## src/rtl/vecunit_pkg.sv

```systemverilog
// Shared definitions for the vector-unit work dispatcher.
//   VEC_WORK_W / VEC_DISP_DEPTH / VEC_N_CONS : default dispatcher geometry
//   VEC_MAX_CONS                             : widest consumer vector rr_pick accepts
//   rr_pick(eligible, rr, n_cons)            : round-robin grant index
package vecunit_pkg;

  localparam int VEC_WORK_W     = 6;
  localparam int VEC_DISP_DEPTH = 4;
  localparam int VEC_N_CONS     = 2;
  localparam int VEC_MAX_CONS   = 16;
  localparam int VEC_MAX_CONS_W = 4;

  // First set bit of eligible when scanning rr, rr+1, ... modulo n_cons.
  // Falls back to rr when nothing is eligible; callers gate on |eligible.
  function automatic int unsigned rr_pick(input logic [VEC_MAX_CONS-1:0] eligible,
                                          input int unsigned rr,
                                          input int unsigned n_cons);
    int unsigned idx;
    logic        found;
    rr_pick = rr;
    found   = 1'b0;
    for (int unsigned i = 0; i < VEC_MAX_CONS; i++) begin
      idx = (rr + i) % n_cons;
      if (!found && (i < n_cons) && eligible[idx[VEC_MAX_CONS_W-1:0]]) begin
        rr_pick = idx;
        found   = 1'b1;
      end
    end
  endfunction

endpackage

```

## src/rtl/vec_work_fifo.sv

```systemverilog
// Synchronous FIFO holding pending work words.
//   clk, rst      : clock, async active-high reset (flushes pointers and count)
//   push, wdata   : write wdata at tail; caller guarantees !full
//   pop, rdata    : rdata is the head word (valid when !empty); pop advances head
//   count         : occupied entries, 0..DEPTH
//   full, empty   : decoded from count
module vec_work_fifo #(
  parameter int WORK_W = 6,
  parameter int DEPTH  = 4
) (
  input  logic                       clk,
  input  logic                       rst,
  input  logic                       push,
  input  logic [WORK_W-1:0]          wdata,
  input  logic                       pop,
  output logic [WORK_W-1:0]          rdata,
  output logic [$clog2(DEPTH):0]     count,
  output logic                       full,
  output logic                       empty
);

  localparam int PTR_W = $clog2(DEPTH);
  localparam int CNT_W = PTR_W + 1;

  logic [WORK_W-1:0] mem [DEPTH];
  logic [PTR_W-1:0]  wr_ptr, rd_ptr;
  logic [CNT_W-1:0]  cnt_q;

  assign count = cnt_q;
  assign full  = (cnt_q == CNT_W'(DEPTH));
  assign empty = (cnt_q == '0);
  assign rdata = mem[rd_ptr];

  // Storage needs no reset: entries are only read once count says they exist.
  always_ff @(posedge clk) begin
    if (push) mem[wr_ptr] <= wdata;
  end

  // Pointers are log2(DEPTH) wide, so they wrap on their own.
  always_ff @(posedge clk or posedge rst) begin
    if (rst) begin
      wr_ptr <= '0;
      rd_ptr <= '0;
      cnt_q  <= '0;
    end else begin
      if (push) wr_ptr <= wr_ptr + PTR_W'(1);
      if (pop)  rd_ptr <= rd_ptr + PTR_W'(1);
      case ({push, pop})
        2'b10:   cnt_q <= cnt_q + CNT_W'(1);
        2'b01:   cnt_q <= cnt_q - CNT_W'(1);
        default: cnt_q <= cnt_q;
      endcase
    end
  end

endmodule

```

## src/rtl/vec_work_dispatcher.sv

```systemverilog
// Buffers work selects and issues at most one per cycle to an idle consumer lane,
// chosen round-robin.
//   clk_i, rst_i    : clock, async active-high reset
//   work_valid_i    : producer offers work_i; accepted when work_ready_o
//   work_i          : work select word
//   work_ready_o    : FIFO not full (function of count only)
//   cons_busy_i     : per-lane busy
//   select_o        : slice k carries the word issued to lane k, else 0
//   select_valid_o  : per-lane one-cycle issue strobe
//   fifo_count_o    : buffered entries
module vec_work_dispatcher
  import vecunit_pkg::*;
#(
  parameter int WORK_W = VEC_WORK_W,
  parameter int DEPTH  = VEC_DISP_DEPTH,
  parameter int N_CONS = VEC_N_CONS
) (
  input  logic                       clk_i,
  input  logic                       rst_i,
  input  logic                       work_valid_i,
  input  logic [WORK_W-1:0]          work_i,
  output logic                       work_ready_o,
  input  logic [N_CONS-1:0]          cons_busy_i,
  output logic [N_CONS*WORK_W-1:0]   select_o,
  output logic [N_CONS-1:0]          select_valid_o,
  output logic [$clog2(DEPTH):0]     fifo_count_o
);

  localparam int RR_W = (N_CONS > 1) ? $clog2(N_CONS) : 1;

  logic                            push, pop, full, empty;
  logic [WORK_W-1:0]               head;
  logic [N_CONS-1:0]               eligible;
  logic [N_CONS-1:0]               vld_q;
  logic [N_CONS-1:0][WORK_W-1:0]   sel_q;
  logic [RR_W-1:0]                 rr_q, grant, rr_next;

  vec_work_fifo #(.WORK_W(WORK_W), .DEPTH(DEPTH)) u_fifo (
    .clk   (clk_i),
    .rst   (rst_i),
    .push  (push),
    .wdata (work_i),
    .pop   (pop),
    .rdata (head),
    .count (fifo_count_o),
    .full  (full),
    .empty (empty)
  );

  // A lane strobed last cycle has not yet raised busy, so the strobe itself
  // doubles as the hold-off mask.
  assign eligible     = ~cons_busy_i & ~vld_q;
  assign pop          = !empty && (|eligible);
  assign push         = work_valid_i && !full;
  assign work_ready_o = !full;

  assign grant   = RR_W'(rr_pick(VEC_MAX_CONS'(eligible), 32'(rr_q), N_CONS));
  assign rr_next = (grant == RR_W'(N_CONS - 1)) ? '0 : grant + RR_W'(1);

  always_ff @(posedge clk_i or posedge rst_i) begin
    if (rst_i) begin
      vld_q <= '0;
      sel_q <= '0;
      rr_q  <= '0;
    end else begin
      vld_q <= '0;
      sel_q <= '0;
      if (pop) begin
        vld_q[grant] <= 1'b1;
        sel_q[grant] <= head;
        rr_q         <= rr_next;
      end
    end
  end

  assign select_valid_o = vld_q;
  assign select_o       = sel_q;

endmodule

```

## config.mk

```make
export PLATFORM = sky130hd
export DESIGN_NAME = vec_work_dispatcher
export DESIGN_NICKNAME = d
export VERILOG_FILES = /design/src/rtl/vecunit_pkg.sv /design/src/rtl/vec_work_fifo.sv /design/src/rtl/vec_work_dispatcher.sv
export SDC_FILE = /design/constraint.sdc
export NUM_CORES = 1
export LEC_CHECK = 0
export ABC_CLOCK_PERIOD_IN_PS = 2200
export CAP_MARGIN = 25
export CORE_ASPECT_RATIO = 1.5
export CORE_MARGIN = 1
export CORE_UTILIZATION = 48
export CTS_BUF_LIST = sky130_fd_sc_hd__clkbuf_4
export CTS_CLUSTER_SIZE = 12
export DETAILED_ROUTE_END_ITERATION = 10
export PLACE_DENSITY = 0.8
export SETUP_SLACK_MARGIN = 0.2
export SLEW_MARGIN = 20
export SYNTH_ARGS = -nofsm -noshare
export SYNTH_HDL_FRONTEND = slang
export SYNTH_SLANG_ARGS = --single-unit
```

## constraint.sdc

```tcl
create_clock -name clk_i -period 2.2 [get_ports clk_i]
set_input_delay 0.44 -clock clk_i [delete_from_list [all_inputs] [get_ports clk_i]]
set_output_delay 0.44 -clock clk_i [all_outputs]
set_load 0.005 [all_outputs]
```

==> results of run 1 <==
cell type report:
class	instances	area [um^2]
fillers	277	1320
flip-flops and latches	46	1270
multi-input cells	49	533
repair buffers	43	388
well taps	43	53.8
clock buffers	6	45.0
inverters	7	28.8
clock inverters	2	8.76
kinds of logic after synthesis:
family	synth area share (%)
fa+ha+maj	4.54
mux	8.81
xor+xnor	2.89
flops	69.9
compound gates	3.30
simple gates	8.60
buf+inv	1.93
how the worst min path moves through the flow:
stage	start	depth (start not counted)	end	slack, ns
2_1_floorplan	rst_i	1	rr_q	0.43
3_3_place_gp	u_fifo.count[2]	1	u_fifo.count[2]	0.52
3_5_place_dp	u_fifo.count[2]	1	u_fifo.count[2]	0.55
4_1_cts	rst_i	3	select_o[6]	0.39
5_1_grt	rst_i	3	select_o[1]	0.42
6_report	rst_i	3	u_fifo.rd_ptr[1]	0.39
routing by layer:
metal	GRT usage, %	part of all wire [%]
met4	11.1	2.9
met2	33.1	58
met1	19.7	36
met3	3.92	3.3
met5	0	0
synth_stat cells (2+ instances only):
cell       n  area (um^2)
mux4_2     6          135
and3_2     4         30.0
inv_1      7         26.3
dfrtp_1   22          551
xnor2_1    3         26.3
xor2_1     3         26.3
and2_1    13         81.3
nor2_1     2         7.51
ha_1       5         62.6
edfxtp_1  24          721
power by group through the flow:
stage               clock network, mW  registers, mW  logic, mW
floorplan                           0           1.32      0.660
global placement                    0           1.37       1.02
detailed placement                  0           1.40       1.08
CTS                             0.404           1.37       1.18
global route                    0.431           1.39       1.32
finish                          0.389           1.36       1.19
metrics by stage:
| step | hold slack, ns | setup TNS (ns) | setup slack, ns | cell area (um^2) |
|---|---|---|---|---|
| 4_1_cts | 0.392 | 0 | 0.151 | 2320 |
| 2_1_floorplan | 0.429 | 0 | 0.165 | 1830 |
| 3_5_place_dp | 0.552 | -0.199 | -0.172 | 2210 |
| 3_3_place_gp | 0.517 | -0.0784 | -0.0784 | 2210 |
| 6_report | 0.388 | 0 | 0.172 | 2330 |
| 5_1_grt | 0.423 | 0 | 0.0527 | 2330 |
layout by cell type (no fill, tap or decap), drive strengths merged:
cell / netlist / routed
clkdlybuf4s50: 0 / 27
edfxtp: 24 / 24
dfrtp: 22 / 22
buf: 2 / 15
and2: 14 / 14
inv: 7 / 8
clkbuf: 0 / 7
mux4: 6 / 6
ha: 5 / 5
and3: 4 / 4
xor2: 3 / 3
xnor2: 3 / 3
nor2: 2 / 2
or3: 1 / 1
o22ai: 1 / 1
nor3: 1 / 1
o31ai: 1 / 1
o41ai: 1 / 1
mux2i: 1 / 1
o311a: 1 / 1
a2111oi: 1 / 1
or3b: 1 / 1
mux2: 1 / 1
nand3: 1 / 1
fa: 1 / 1
clkinv: 0 / 1
what timing repair did:
item / in CTS / in global routing
setup buffers: 6 / 2
pin swaps: 4 / 3
endpoints found under the setup margin: 3 / 3
gates resized for setup: 4 / 2
gates cloned: 0 / 0
critical path, cell delays in order (launching register included):
cell,delay (ns)
dfrtp_1,0.42
or3b_4,0.40
and2_4,0.16
inv_4,0.05
ha_4,0.12
inv_2,0.03
fa_2,0.32
xor2_1,0.15
nor2_1,0.13
xor2_1,0.17
state kept, by name, indices dropped and copies added, names as in the netlist:
name	flops
u_fifo.count	3
rr_q	1
select_valid_o	2
u_fifo.rd_ptr	2
select_o	12
u_fifo.wr_ptr	2
u_fifo.mem	24
==> flow_metrics.py, run 1 <==
metrics = {
    "power_and_ir_drop": {
        "power_mw": 2.94,
        "clkPwrFrac_pct": 13.2,
        "leakagePower_nw": 0.954,
        "p_sw_share_pct": 30.3,
        "pwr-share-comb_pct": 40.5,
        "p_int_mw": 2.05,
        "ir_drop_v": 0.000732,
        "switching_power_mw": 0.891,
        "p_per_area_nw_per_um2": 1260,
        "seq_power_share_pct": 46.2,
    },
    "route": {
        "drc_errors": 0,
        "viasPerCell": 5.16,
        "ant_nets": 0,
        "drt_iter0_markers": 14,
        "dr.pass1.iters": 6,
        "wl_per_cell_um": 16.3,
        "vias": 1011,
        "drt-total-wl_mm": 3.19,
    },
    "floorplan": {
        "die_y_um": 77.4,
        "die_w_um": 52.3,
        "start_util_pct": 49.8,
        "rows": 27,
        "dieArea_um2": 4040,
        "num_io_pins": 29,
        "core_area_um2": 3650,
    },
    "cells_and_area": {
        "drive_gt1_share_pct": 28.8,
        "num_antenna_cells": 0,
        "area_growth_pct": 28.1,
        "fin_util_pct": 63.8,
        "final_nets": 169,
        "stdcell_count": 196,
    },
    "worst_setup_path": {
        "crit_type": "flip-flop to flip-flop",
        "worstPathArrival_ns": 2.31,
        "crit_required_ns": 2.48,
        "rrSetupSlack_ns": 0.17,
        "reg2reg_from": "u_fifo.count[2]",
        "start_kind": "flip-flop",
        "crit_path_end": "u_fifo.count[2]",
        "cp_max_fo": 4,
        "r2r_cells": 9,
        "r2r-end": "u_fifo.count[2]",
        "startpoint": "u_fifo.count[2]",
        "cp-end-kind": "flip-flop",
    },
    "clock_network": {
        "worstSkewPairLatency_ns": 0.36,
        "numCtsBuffers": 5,
        "cts.sinks": 46,
        "root_buffer": "clkbuf_4",
        "postCtsHoldBufs": 0,
        "clkTransAtPathRegs_ns": 0.13,
        "cts_tree": "done",
        "clock_path_buffers": 2,
        "htree_num_levels": 2,
    },
    "synth": {
        "postSynthAreaPerCell_um2": 17.5,
        "async_flop_share_pct": 47.8,
        "synth_area_um2": 1820,
        "synth_top_flop_cell": "edfxtp_1",
        "synthCells": 104,
        "synth_seq_area_share_pct": 69.9,
        "ys_seq_elements": 46,
        "synth.distinct_cells": 25,
        "yosysWarnings": 0,
        "syn-num-nets": 121,
        "synth_edf_count": 24,
    },
    "grt": {
        "grt_use_total_pct": 18.8,
        "overflow": 0,
        "grt_start_max_net_pins": 23,
        "grt_pass1_wl_mm": 5.25,
        "antenna_found_initial": 0,
        "grt_pass1_vias": 1090,
    },
    "sta": {
        "tightest_slew_ns": 0.565,
        "final-max-slew-violation-count": 0,
        "rsz0062_at_grt": "true",
        "fin_skew_ns": 0.0123,
        "min_period_over_period_pct": 92.2,
        "finalHoldViolCount": 0,
        "final-setup-viol-count": 0,
        "fmax_mhz": 493,
        "finalCriticalPeriod_ns": 2.03,
        "slew_headroom_pct": 62.0,
    },
    "placed_design": {
        "place_inst": 180,
        "port_buffers": 28,
        "place_hpwl_mm": 2.33,
        "gp_congestion": 0.689,
    },
    "run": {
        "max_cap_violations": 0,
    },
    "run_status": {
        "status": "finished clean",
    },
    "min_path": {
        "worstHoldPathType": "input port to async pin",
    },
}
No activity file was read; power rests on OpenSTA's default activity.
==> inputs of run 2 (changes only) <==
==> constraint.sdc (replaced) <==
create_clock -name clk_i -period 2.2 [get_ports clk_i]
set_input_delay 0.22 -clock clk_i [delete_from_list [all_inputs] [get_ports clk_i]]
set_output_delay 0.22 -clock clk_i [all_outputs]
set_load 0.005 [all_outputs]
==> flow_metrics.py, run 2 (synthesized netlist as in run 1, its figures left out) <==
metrics = {
    "worst_setup_path": {
        "critPathMaxStageDelay_ns": 0.41,
        "r2r_cells": 9,
        "crit_required_ns": 2.48,
        "reg2reg_from": "u_fifo.count[1]",
        "startpoint": "u_fifo.count[1]",
        "start_kind": "flip-flop",
        "rrSetupSlack_ns": 0.19,
        "crit_type": "flip-flop to flip-flop",
        "worstPathArrival_ns": 2.28,
        "timing.critical_path.slowest_stage_cell": "dfrtp_1",
        "cp_max_fo": 2,
        "r2r-end": "u_fifo.count[2]",
        "crit_top_cell": "xor2_1",
        "cp-end-kind": "flip-flop",
        "path_cells": "or3b_4 -> and2_4 -> inv_4 -> ha_4 -> inv_2 -> fa_2 -> xor2_1 -> nor2_1 -> xor2_1",
    },
    "cells_and_area": {
        "largest_reg_flops": 24,
        "area_growth_pct": 26.0,
        "stdcell_count": 190,
        "final_common_cell": "clkdlybuf4s50_1",
        "max_flop_register": "u_fifo.mem",
        "final_nets": 163,
        "drive_gt1_share_pct": 25.2,
        "num_antenna_cells": 0,
        "final_cell_mix": "clkdlybuf4s50_1 (27), edfxtp_1 (24), dfrtp_1 (22)",
    },
    "route": {
        "drt-total-wl_mm": 3.19,
        "drt_iter0_markers": 20,
        "drc_errors": 0,
        "viasPerCell": 5.21,
        "dr.pass1.iters": 4,
        "ant_nets": 0,
        "vias": 990,
        "wl_per_cell_um": 16.8,
    },
    "power_and_ir_drop": {
        "leakagePower_nw": 0.928,
        "clkPwrFrac_pct": 13.2,
        "p_sw_share_pct": 30.8,
        "ir_drop_v": 0.000806,
        "p_int_mw": 2.02,
        "p_per_area_nw_per_um2": 1270,
        "seq_power_share_pct": 46.4,
        "power_mw": 2.92,
        "pwr-share-comb_pct": 40.4,
        "switching_power_mw": 0.899,
    },
    "grt": {
        "grt_use_total_pct": 18.1,
        "antenna_found_initial": 0,
        "grt_start_max_net_pins": 23,
        "overflow": 0,
        "grt_pass1_wl_mm": 5.09,
        "grt_pass1_vias": 1065,
    },
    "clock_network": {
        "postCtsHoldBufs": 0,
        "numCtsBuffers": 5,
        "cts.sinks": 46,
        "clock_path_buffers": 2,
        "worstSkewPairLatency_ns": 0.35,
        "clkTransAtPathRegs_ns": 0.12,
        "cts_tree": "done",
        "root_buffer": "clkbuf_4",
        "htree_num_levels": 2,
    },
    "floorplan": {
        "num_io_pins": 29,
        "rows": 27,
        "die_w_um": 52.3,
        "core_area_um2": 3650,
        "die_y_um": 77.4,
        "start_util_pct": 49.8,
        "dieArea_um2": 4040,
    },
    "sta": {
        "slew_headroom_pct": 46.5,
        "worst_hold_slack_ns": 0.320,
        "fin_skew_ns": 0.00842,
        "setup_tns_ns": 0,
        "min_period_over_period_pct": 91.2,
        "final-max-slew-violation-count": 0,
        "rsz0062_at_grt": "true",
        "tightest_slew_ns": 0.802,
        "fmax_mhz": 499,
        "finalCriticalPeriod_ns": 2.01,
        "final-setup-viol-count": 0,
        "finalHoldViolCount": 0,
    },
    "placed_design": {
        "place_inst": 175,
        "gp_congestion": 0.683,
        "port_buffers": 28,
        "place_hpwl_mm": 2.31,
    },
    "min_path": {
        "worstHoldPathType": "input port to async pin",
    },
    "run_status": {
        "status": "finished clean",
    },
    "run": {
        "max_cap_violations": 0,
    },
}
==> run 2: changes by cell type in the layout (fill, tap and decap cells not counted), sizes merged <==
cell,change
clkbuf,-1
dlymetal6s2s,+1
buf,-6
==> run 2: cell type report <==
class / instances / area [um^2]
fill: 282 / 1360
sequential: 46 / 1270
multi-input combinational: 49 / 533
timing repair buffer: 37 / 350
tap: 43 / 53.8
clock buffer: 6 / 45.0
inverter: 7 / 28.8
clock inverter: 2 / 8.76
==> run 2: per-layer routing <==
layer	vias up	part of all wire (%)	track usage (%)
met5	-	0	0
met4	0	1.9	7.89
met2	32	58	32.4
met3	4	3.3	4.71
met1	493	37	19.0
li1	461	-	-
==> run 2: power groups by stage <==
stage | sequential, mW | clock, mW | combinational, mW
floorplan | 1.32 | 0 | 0.660
CTS | 1.36 | 0.394 | 1.18
global route | 1.38 | 0.425 | 1.28
global placement | 1.37 | 0 | 0.996
detailed placement | 1.39 | 0 | 1.06
finish | 1.35 | 0.387 | 1.18
==> run 2: per-stage QoR <==
| stage | utilization, % | setup slack, ns | area, um^2 |
|---|---|---|---|
| CTS | 62.5 | 0.206 | 2280 |
| global placement | 59.6 | 0.0890 | 2170 |
| finish | 62.8 | 0.195 | 2290 |
| global route | 62.8 | 0.145 | 2290 |
| detailed placement | 59.6 | 0.00640 | 2170 |
| floorplan | - | 0.165 | 1830 |
==> run 2: critical path, delay by kind of cell (launching register included) <==
kind | cells | cell delay [ns]
buffers and inverters | 2 | 0.10
XOR/XNOR | 2 | 0.31
flip-flops | 1 | 0.41
AND/OR/NAND/NOR | 3 | 0.67
adder cells (fa/ha/maj) | 2 | 0.46
==> run 2: timing repair <==
action | 4_1_cts | 5_1_grt
endpoints found under the hold margin | 0 | 0
buffers inserted | 6 | 1
gates resized for setup | 3 | 1
pin swaps | 4 | 1
setup endpoints to repair | 2 | 3
==> run 2: worst max-delay path by stage <==
stage	slack (ns)	cells past startpoint	to
after floorplan	0.17	9	u_fifo.count[2]
after global placement	0.09	9	u_fifo.count[2]
after detailed placement	0.006	9	u_fifo.count[2]
after CTS	0.21	9	u_fifo.count[2]
after global routing	0.14	9	u_fifo.count[2]
final	0.19	9	u_fifo.count[2]
